File: src/rtl/fcpu_pkg.sv
// Shared CPU definitions: opcode encoding, widths, and the memory-access
// result record with its store classifier.
package fcpu_pkg;

  localparam int INSTR_W  = 6;
  localparam int DATA_W   = 32;
  localparam int RSV_ID_W = 4;

  typedef enum logic [INSTR_W-1:0] {
    I_NOP     = 6'd0,
    I_LOAD    = 6'd1,
    I_LOADB   = 6'd2,
    I_STORE   = 6'd4,
    I_STOREB  = 6'd5,
    I_STORER  = 6'd6,
    I_STORET  = 6'd7,
    I_STORETB = 6'd8,
    I_OUTPUT  = 6'd9,
    I_ADD     = 6'd10
  } opcode_e;

  typedef struct packed {
    logic [RSV_ID_W-1:0] rob_id;
    logic [DATA_W-1:0]   data;
  } mau_result_t;

  typedef enum logic {
    TX_IDLE = 1'b0,
    TX_SEND = 1'b1
  } tx_state_e;

  function automatic logic is_store(input logic [INSTR_W-1:0] op);
    case (op)
      I_STORE, I_STOREB, I_STORER, I_STORET, I_STORETB: return 1'b1;
      default:                                          return 1'b0;
    endcase
  endfunction

endpackage

File: src/rtl/fifo.sv
// Synchronous FIFO with 2**FIFO_DEPTH_W entries; head is visible on o_rdata
// whenever o_empty is low. Push and pop may occur in the same cycle.
module fifo #(
  parameter int DATA_W       = 8,
  parameter int FIFO_DEPTH_W = 2
) (
  input  logic              clk,
  input  logic              nrst,
  input  logic              i_push,
  input  logic [DATA_W-1:0] i_wdata,
  input  logic              i_pop,
  output logic [DATA_W-1:0] o_rdata,
  output logic              o_empty,
  output logic              o_full
);

  localparam int DEPTH = 1 << FIFO_DEPTH_W;

  logic [DATA_W-1:0]       r_mem [DEPTH];
  logic [FIFO_DEPTH_W-1:0] r_wptr;
  logic [FIFO_DEPTH_W-1:0] r_rptr;
  logic [FIFO_DEPTH_W:0]   r_count;
  logic                    w_push;
  logic                    w_pop;

  assign w_push  = i_push & ~o_full;
  assign w_pop   = i_pop & ~o_empty;
  assign o_rdata = r_mem[r_rptr];
  assign o_empty = (r_count == (FIFO_DEPTH_W+1)'(0));
  assign o_full  = (r_count == (FIFO_DEPTH_W+1)'(DEPTH));

  always_ff @(posedge clk) begin
    if (w_push) r_mem[r_wptr] <= i_wdata;
  end

  always_ff @(posedge clk) begin
    if (!nrst) begin
      r_wptr  <= '0;
      r_rptr  <= '0;
      r_count <= '0;
    end else begin
      if (w_push) r_wptr <= r_wptr + FIFO_DEPTH_W'(1);
      if (w_pop)  r_rptr <= r_rptr + FIFO_DEPTH_W'(1);
      case ({w_push, w_pop})
        2'b10:   r_count <= r_count + (FIFO_DEPTH_W+1)'(1);
        2'b01:   r_count <= r_count - (FIFO_DEPTH_W+1)'(1);
        default: r_count <= r_count;
      endcase
    end
  end

endmodule

File: src/rtl/memory_access_unit.sv
// Executes in-order LOAD/STORE/OUTPUT requests against the data RAM and UART,
// returning load results on a private CDB port through a credit-guarded FIFO.
module memory_access_unit
  import fcpu_pkg::*;
#(
  parameter int MEM_ADDR_W   = 16,
  parameter int MEM_LATENCY  = 2,
  parameter int RESULT_DEPTH = 4
) (
  input  logic                         clk,
  input  logic                         nrst,
  input  logic                         i_valid,
  input  logic [INSTR_W-1:0]           i_opcode,
  input  logic [RSV_ID_W-1:0]          i_rsv_id,
  input  logic [DATA_W-1:0]            i_address,
  input  logic [DATA_W-1:0]            i_data,
  output logic                         i_ready,
  output logic [MEM_ADDR_W-1:0]        mem_addr,
  output logic [DATA_W-1:0]            mem_wdata,
  output logic                         mem_we,
  output logic                         mem_re,
  input  logic [DATA_W-1:0]            mem_rdata,
  output logic                         tx_valid,
  output logic [7:0]                   tx_data,
  input  logic                         tx_ready,
  input  logic                         rx_valid,
  input  logic [7:0]                   rx_data,
  output logic                         rx_ready,
  output logic [RSV_ID_W+DATA_W-1:0]   o_cdb,
  output logic                         o_cdb_valid,
  input  logic                         o_cdb_ready
);

  localparam int CDB_W        = RSV_ID_W + DATA_W;
  localparam int CRED_W       = $clog2(RESULT_DEPTH + 1);
  localparam int FIFO_DEPTH_W = $clog2(RESULT_DEPTH);

  logic                r_pipe_vld [MEM_LATENCY];
  logic [RSV_ID_W-1:0] r_pipe_rob [MEM_LATENCY];
  logic [CRED_W-1:0]   r_credits;
  tx_state_e           r_state;
  tx_state_e           w_next;
  logic [7:0]          r_tx_data;

  logic w_is_store, w_is_output, w_is_mmio, w_ready;
  logic w_st_acc, w_ld_acc, w_mmio_acc, w_out_acc;
  logic w_push, w_pop, w_empty, w_full;
  mau_result_t       w_push_data;
  logic [CDB_W-1:0]  w_head;

  assign w_is_store  = is_store(i_opcode);
  assign w_is_output = (i_opcode == I_OUTPUT);
  assign w_is_mmio   = !w_is_store && !w_is_output && (i_address == '1);

  // MMIO loads wait for an empty result path so they cannot overtake RAM loads.
  always_comb begin
    if (w_is_store)       w_ready = 1'b1;
    else if (w_is_output) w_ready = (r_state == TX_IDLE);
    else if (w_is_mmio)   w_ready = (r_credits == CRED_W'(0)) && rx_valid;
    else                  w_ready = (r_credits < CRED_W'(RESULT_DEPTH));
  end

  assign w_st_acc   = i_valid && w_ready && w_is_store;
  assign w_out_acc  = i_valid && w_ready && w_is_output;
  assign w_mmio_acc = i_valid && w_ready && w_is_mmio;
  assign w_ld_acc   = i_valid && w_ready && !w_is_store && !w_is_output && !w_is_mmio;

  assign i_ready   = w_ready;
  assign mem_we    = w_st_acc;
  assign mem_re    = w_ld_acc;
  assign mem_addr  = (w_st_acc || w_ld_acc) ? i_address[MEM_ADDR_W-1:0] : '0;
  assign mem_wdata = w_st_acc ? i_data : '0;
  assign rx_ready  = w_mmio_acc;

  always_ff @(posedge clk) begin
    for (int i = 0; i < MEM_LATENCY; i++) begin
      if (!nrst)       r_pipe_vld[i] <= 1'b0;
      else if (i == 0) r_pipe_vld[i] <= w_ld_acc;
      else             r_pipe_vld[i] <= r_pipe_vld[i-1];
    end
  end

  always_ff @(posedge clk) begin
    r_pipe_rob[0] <= i_rsv_id;
    for (int i = 1; i < MEM_LATENCY; i++) r_pipe_rob[i] <= r_pipe_rob[i-1];
  end

  // Pipe exit and MMIO accept are exclusive: MMIO requires zero credits.
  always_comb begin
    if (r_pipe_vld[MEM_LATENCY-1]) begin
      w_push_data.rob_id = r_pipe_rob[MEM_LATENCY-1];
      w_push_data.data   = mem_rdata;
    end else begin
      w_push_data.rob_id = i_rsv_id;
      w_push_data.data   = {{(DATA_W-8){1'b0}}, rx_data};
    end
  end

  assign w_push = (r_pipe_vld[MEM_LATENCY-1] || w_mmio_acc) && !w_full;
  assign w_pop  = o_cdb_valid && o_cdb_ready;

  fifo #(
    .DATA_W      (CDB_W),
    .FIFO_DEPTH_W(FIFO_DEPTH_W)
  ) u_result_fifo (
    .clk    (clk),
    .nrst   (nrst),
    .i_push (w_push),
    .i_wdata(w_push_data),
    .i_pop  (w_pop),
    .o_rdata(w_head),
    .o_empty(w_empty),
    .o_full (w_full)
  );

  assign o_cdb       = w_head;
  assign o_cdb_valid = !w_empty;

  always_ff @(posedge clk) begin
    if (!nrst) begin
      r_credits <= '0;
    end else begin
      case ({w_ld_acc || w_mmio_acc, w_pop})
        2'b10:   r_credits <= r_credits + CRED_W'(1);
        2'b01:   r_credits <= r_credits - CRED_W'(1);
        default: r_credits <= r_credits;
      endcase
    end
  end

  always_ff @(posedge clk) begin
    if (!nrst) begin
      r_state   <= TX_IDLE;
      r_tx_data <= 8'h00;
    end else begin
      r_state <= w_next;
      if (w_out_acc) r_tx_data <= i_data[7:0];
    end
  end

  always_comb begin
    w_next = r_state;
    case (r_state)
      TX_IDLE: w_next = w_out_acc ? TX_SEND : TX_IDLE;
      TX_SEND: w_next = tx_ready ? TX_IDLE : TX_SEND;
      default: w_next = TX_IDLE;
    endcase
  end

  always_comb begin
    tx_valid = (r_state == TX_SEND);
    tx_data  = r_tx_data;
  end

endmodule

File: config.mk
export PLATFORM = sky130hd
export DESIGN_NAME = memory_access_unit
export DESIGN_NICKNAME = d
export VERILOG_FILES = /design/src/rtl/fcpu_pkg.sv /design/src/rtl/fifo.sv /design/src/rtl/memory_access_unit.sv
export SDC_FILE = /design/constraint.sdc
export NUM_CORES = 1
export LEC_CHECK = 0
export BUFFER_PORTS_ARGS = -buffer_cell sky130_fd_sc_hd__buf_2
export CAP_MARGIN = 0
export CELL_PAD_IN_SITES_DETAIL_PLACEMENT = 0
export CELL_PAD_IN_SITES_GLOBAL_PLACEMENT = 1
export CORE_MARGIN = 2
export CORE_UTILIZATION = 38
export CTS_CLUSTER_DIAMETER = 80
export CTS_CLUSTER_SIZE = 30
export DETAILED_ROUTE_END_ITERATION = 12
export PLACE_DENSITY_LB_ADDON = 0.1
export SLEW_MARGIN = 20
export SYNTH_ARGS = -nofsm -noshare
export SYNTH_HDL_FRONTEND = slang
export SYNTH_HIERARCHICAL = 1
export SYNTH_SLANG_ARGS = --single-unit
File: constraint.sdc
create_clock -name clk -period 2.6 [get_ports clk]
set_input_delay 0.13 -clock clk [delete_from_list [all_inputs] [get_ports clk]]
set_output_delay 0.13 -clock clk [all_outputs]
set_load 0.03 [all_outputs]
[After elaboration in Yosys (flattened, before gate mapping)]
Memory sizes are Yosys's and may differ from the RTL's. A register that Yosys moved wholly into a read port is not among the register bits.
Index checks and enable logic that the tools add are counted.
Storage, ports and cells
  flip-flop bits (word level): 19
  bits in latches: 0
  RAM bits: 154
  memory bits (read-only): 0
  output and inout bits: 98
  logic and storage cells: 80
  memories: 3
Operators by class
  add/sub/neg operators: 6
  multipliers: 0
  div/mod/pow operators: 0
  order comparisons: 1
  equality and inequality tests: 12
  shift operators: 0
  mux-type cells: 20
  bitwise logic cells: 7
  reductions and logical operators: 25
Memories
  u_result_fifo.r_mem: words 4, width 36, rd ports 1, clocked after Yosys merged registers in 1, write ports 1, RTL line fifo.sv:19  | logic [DATA_W-1:0] r_mem [DEPTH];
  r_pipe_rob: words 2, width 4, rd ports 2, clocked after Yosys merged registers in 0, write ports 2, RTL line memory_access_unit.sv:39  | logic [RSV_ID_W-1:0] r_pipe_rob [MEM_LATENCY];
  r_pipe_vld: words 2, width 1, rd ports 2, clocked after Yosys merged registers in 0, write ports 2, RTL line memory_access_unit.sv:38  | logic r_pipe_vld [MEM_LATENCY];
Operators with widths (number)
  36-bit two-way mux: 1
  32-bit equality test, second input constant: 1
  32-bit two-way mux: 1
  6-bit by 3-bit equality test with 1-bit output, second input constant: 4
  16-bit two-way mux: 1
  6-bit by 4-bit equality test with 1-bit output, second input constant: 2
  1-bit logical AND: 12
  1-bit two-way mux: 12
  3-bit one-hot mux with 2 select lines: 2
  3-bit by 1-bit adder with 3-bit output, second input constant: 2
  3-bit logical NOT: 2
  3-bit by 1-bit subtractor with 3-bit output, second input constant: 2
  1-bit logical NOT: 5
  5-bit OR reduction: 1
  2-bit by 1-bit adder with 2-bit output, second input constant: 2
  2-bit by 1-bit equality test with 1-bit output, second input constant: 2
  2-bit equality test, second input constant: 2
  2-bit two-way mux: 2
  2-bit nonzero test: 2
  3-bit equality test, second input constant: 1
  1-bit logical OR: 3
  3-bit < comparator, second input constant: 1
  1-bit NOT: 3
  1-bit bitwise AND: 2
  other kinds (2): 3

[Longest topological paths before layout]
  word-level depth: 16
  depth in mapped cells: 13

[Hierarchy]
Netlist, hierarchy kept.
Modules (own cells, without submodules)
  fifo: times used 1, cells each 242, area an instance 5720.5 um^2
  memory_access_unit: times used 1, cells each 216, area an instance 1794.2 um^2

[Worst setup path before layout]
Ideal clock, no wire load.
  kind: input to output
  start: in i_opcode[2]
  end: out mem_addr[6]
  arrival: 2.641 ns
  required time: 2.470 ns
  slack: -0.171 ns
  cell stages on the path: 5
  cell sequence: or3b_4 -> a21boi_4 -> o32ai_2 -> buf_6 -> a2111oi_0
Between the ends
  cells in the longest elaborated chain, start to end: 15
  elaborated cells on any way between the ends: 23
Ends and longest elaborated chain
  start, declared: RTL line memory_access_unit.sv:13  | input logic [INSTR_W-1:0] i_opcode,
  6-bit by 3-bit equality test with 1-bit output or 6-bit by 4-bit equality test with 1-bit output (tied branches): RTL line fcpu_pkg.sv:33  | case (op)
  5-bit OR reduction: RTL line fcpu_pkg.sv:33
  1-bit two-way mux: RTL line fcpu_pkg.sv:33
  1-bit logical NOT: RTL line memory_access_unit.sv:53, memory_access_unit.sv:66
  1-bit logical AND (2 in a row): RTL line memory_access_unit.sv:53  | assign w_is_mmio = !w_is_store && !w_is_output && (i_address == '1);
  1-bit two-way mux: RTL line memory_access_unit.sv:59  | else if (w_is_mmio) w_ready = (r_credits == CRED_W'(0)) && rx_valid;
  1-bit two-way mux: RTL line memory_access_unit.sv:58  | else if (w_is_output) w_ready = (r_state == TX_IDLE);
  1-bit two-way mux: RTL line memory_access_unit.sv:57  | if (w_is_store) w_ready = 1'b1;
  1-bit logical AND: RTL line memory_access_unit.sv:63, memory_access_unit.sv:66
  1-bit logical AND (3 in a row): RTL line memory_access_unit.sv:66  | assign w_ld_acc = i_valid && w_ready && !w_is_store && !w_is_output && !w_is_mmio;
  1-bit logical OR *: RTL line memory_access_unit.sv:71  | assign mem_addr = (w_st_acc || w_ld_acc) ? i_address[MEM_ADDR_W-1:0] : '0;
  16-bit two-way mux *: RTL line memory_access_unit.sv:71
  end, declared: RTL line memory_access_unit.sv:18  | output logic [MEM_ADDR_W-1:0] mem_addr,
Every way passes the cells marked *; elsewhere a longest branch is shown, timed or not.

[Worst setup path in the final report]
  start: reg u_result_fifo.r_count[2]
  end: reg u_result_fifo.r_count[2]
Between the ends
  cells in the longest elaborated chain, start to end: 6
  elaborated cells on any way between the ends: 16
Ends and longest elaborated chain
  start, declared: RTL line fifo.sv:22  | logic [FIFO_DEPTH_W:0] r_count;
  start signal, assigned: RTL line fifo.sv:45  | 2'b10: r_count <= r_count + (FIFO_DEPTH_W+1)'(1);
  start signal, assigned: RTL line fifo.sv:46  | 2'b01: r_count <= r_count - (FIFO_DEPTH_W+1)'(1);
  start signal, assigned: RTL line fifo.sv:47  | default: r_count <= r_count;
  3-bit equality test *: RTL line fifo.sv:30  | assign o_full = (r_count == (FIFO_DEPTH_W+1)'(DEPTH));
  via w_full: RTL line memory_access_unit.sv:47  | logic w_push, w_pop, w_empty, w_full;
  1-bit logical NOT *: RTL line memory_access_unit.sv:99  | assign w_push = (r_pipe_vld[MEM_LATENCY-1] || w_mmio_acc) && !w_full;
  1-bit logical AND *: RTL line memory_access_unit.sv:99
  via w_push: RTL line memory_access_unit.sv:47
  1-bit bitwise AND *: RTL line fifo.sv:26  | assign w_push = i_push & ~o_full;
  2-bit by 1-bit equality test with 1-bit output or 2-bit equality test (tied branches): RTL line fifo.sv:44  | case ({w_push, w_pop})
  3-bit one-hot mux with 2 select lines or 2-bit nonzero test (tied branches)
Mark *: on every way through the listed nets, which the timed path passes. The rest lies on a longest branch.
A chain may end at the register's enable or synchronous reset.

==> qor.yml <==
status: "complete, no violations"
cts_tree: "done"
core_sq_um: 19500
grt_max_degree: 51
synth_warnings: 6
synth-xor-area-share_pct: 0.466
maxSlewHeadroom_pct: 56.4
cp_cell_sequence: "nor3b_2 > nor2b_1 > a41o_1 > nor2b_1 > inv_2 > ha_1 > inv_1 > fa_1 > xor2_1 > or3_1 > a21boi_1"
p_int_w: 0.00482
dr_total_vias: 4801
async_flop_share_pct: 0
ant_nets: 0
synth_top_family_by_area: "multiplexers"
critPathMaxStageDelay_ns: 0.37
cts_root_buf: "clkbuf_16"
critPathSlowestCell: "dfxtp_1"
drc_errors: 0
critPathMaxFanout: 4
syn-mean-instance-area_sq_um: 16.4
hpwl_um: 12000
dieHeight_um: 145
tightestPinTransition_ns: 0.653
drt_first_pass_iters: 4
ys_ff_latch: 175
htree_levels: 4
synth_mux_area_share_pct: 13.9
worst_path_most_repeated_cell: "nor2b_1"
drive_gt1_share_pct: 48.5
cts_buffer_depth: 2
yosysTopAreaCell: "edfxtp_1"
clk_latency_ns: 0.43
synth_edf_count: 144
avgViaCountPerCell: 4.90
rsz0062_at_grt: "false"
num_rows: 51
synth_nets: 586
arrival_ns: 2.75
grt_use_total_pct: 16.9
synth.area.top_cells: "edfxtp_1, mux4_2, dfxtp_1"
grt_pass1_vias: 4991
finalWeightedCongestion: 0.799
design.die.area_sq_um: 20900
critPathRequiredTime_ns: 2.96
synth_cell_types: 48
grt_first_pass_wirelength_um: 26000
hold_path_class: "input port to register"
finalHoldViolations: 0
die_w_um: 145
antenna_found_initial: 0
pre_cts_slack_ns: -0.0232
synth_area_sq_um: 7510
start_util_pct: 38.6
power_density_nw_per_um2: 626
fin_nets: 828
clock-sinks: 175
setup_viol: 0
syn_inst: 458
peakVddDrop_uv: 363
finalMaxSlewViolations: 0
whs_ns: 0.0235
ios: 218
seqPwrFrac_pct: 50.2
clk_pin_slew_worst_paths_ns: 0.06
synth_compound_area_share_pct: 4.01
cts_made_buffers: 17
portBuffers: 217
first_iter_violations: 275
routed_wl_um: 17000
max_freq_mhz: 417
ys_seq_area_share_pct: 65.8
yosysTopAreaCellShare_pct: 57.5
synthFlopType: "edfxtp_1"
path_class: "register to register"
cap_violations: 0
syn2layout_area_growth_pct: 30.4
post-route-min-period_ns: 2.40
combinationalPowerShare_pct: 7.9
fin_util_pct: 50.4
critPathCaptureType: "register"
leakage_nw: 3.94
skew_ns: 0.0101
switching_share_pct: 21.5
synthAdderAreaFrac_pct: 1.53
wl_per_cell_um: 17.3
gr-total-overflow: 0
synth-simple-area-share_pct: 11.2
netSwitchingPower_w: 0.00132
final.setup.worst_slack_ns: 0.204
fin_crit_sh_pct: 92.2
startpoint_type: "register"
power.clock.fraction_pct: 41.9
==> routing by layer <==
layer / vias up / share of wire [%] / global-route usage [%]
li1: 2265 / - / -
met1: 2347 / 39 / 18.8
met2: 174 / 55 / 31.3
met3: 15 / 5.4 / 4.87
met4: 0 / 1.0 / 5.06
met5: - / 0 / 0
==> worst paths after layout <==
| kind | from | to | slack (ns) | cells past startpoint |
|---|---|---|---|---|
| hold / removal | tx_ready | tx_valid$_SDFF_PN0_ | 0.02 | 3 |
| setup reg to reg | u_result_fifo/r_count[2]$_SDFFE_PN0P_ | u_result_fifo/r_count[2]$_SDFFE_PN0P_ | 0.20 | 11 |
| hold reg to reg | r_pipe_rob[0][2]$_DFF_P_ | r_pipe_rob[0][6]$_DFF_P_ | 0.33 | 0 |
| setup / recovery | u_result_fifo/r_count[2]$_SDFFE_PN0P_ | u_result_fifo/r_count[2]$_SDFFE_PN0P_ | 0.20 | 11 |
==> synth_stat cells (all sizes together) (8+ instances only) <==
cell type    n
edfxtp     144
mux4        36
and2        35
and3        35
dfxtp       31
nand2       27
a2111oi     16
clkbuf      15
buf         13
inv         13
mux2        12
nor2b       12
mux2i       10
o21ai       10
nand4        8
==> final cells by class <==
type                    count  area [sq um]
fillers                  1696          9660
flip-flops and latches    175          4950
multi-input cells         242          2370
repair buffers            251          1470
clock buffers              24           568
well taps                 265           332
clock inverters             8          58.8
inverters                  13          48.8
diodes                      1          2.50
==> registers in the layout, indices dropped and copies added (netlist names), named ones only <==
register	cells
u_result_fifo/r_wptr	2
tx_valid	1
r_pipe_vld	2
u_result_fifo/r_rptr	2
tx_data	8
r_credits	3
r_pipe_rob	8
u_result_fifo/r_mem	144
u_result_fifo/r_count	3
==> kinds of logic after synthesis <==
family,Yosys count
AOI/OAI and AO/OA,33
buffers and inverters,41
muxes,58
and+or+nand+nor,139
xor gates and xnor gates,4
adders and majority gates,8
DFF,175
==> layout by cell type (no fill, tap or decap), drive strengths merged, types with 3 or more instances in the layout <==
cell type      n
a2111oi       16
a21boi         4
and2          35
and3          35
buf          240
clkbuf        24
clkinv         5
dfxtp         31
dlygate4sd3   11
edfxtp       144
ha             6
inv           16
mux2          12
mux2i         10
mux4          36
nand2         27
nand4          8
nor2           4
nor2b         12
nor3b          3
o21ai         10
or3            3
==> critical path: cells and delay by family (launching register included) <==
family                     cells  cell delay (ns)
AOI/OAI and AO/OA              2             0.34
xor gates and xnor gates       1             0.16
adders and majority gates      2             0.55
buffers and inverters          2             0.12
DFF                            1             0.37
and+or+nand+nor                4             0.79
==> through the flow <==
| step | TNS (ns) | power [W] | cell area (sq um) | std cells |
|---|---|---|---|---|
| global route | 0 | 0.00635 | 9800 | 978 |
| detailed placement | -0.0232 | 0.00362 | 9050 | 935 |
| CTS | 0 | 0.00620 | 9790 | 978 |
| global placement | 0 | 0.00361 | 9050 | 935 |
| floorplan | -1.04 | 0.00341 | 7550 | 458 |
| finish | 0 | 0.00613 | 9800 | 979 |
==> what timing repair did <==
item,in CTS,in global routing
endpoints found under the setup margin,0,0
resized for setup,0,0
hold buffers,11,0
endpoints found under the hold margin,11,0
buffers inserted,0,0
==> power by group through the flow <==
stage                     sequential, W  combinational [W]  clock [W]
after CTS                       0.00308           0.000493    0.00263
after floorplan                 0.00313           0.000277          0
final                           0.00308           0.000484    0.00257
after global placement          0.00314           0.000469          0
after global routing            0.00308           0.000530    0.00274
after detailed placement        0.00314           0.000478          0
(Power assumes the default switching activity.)
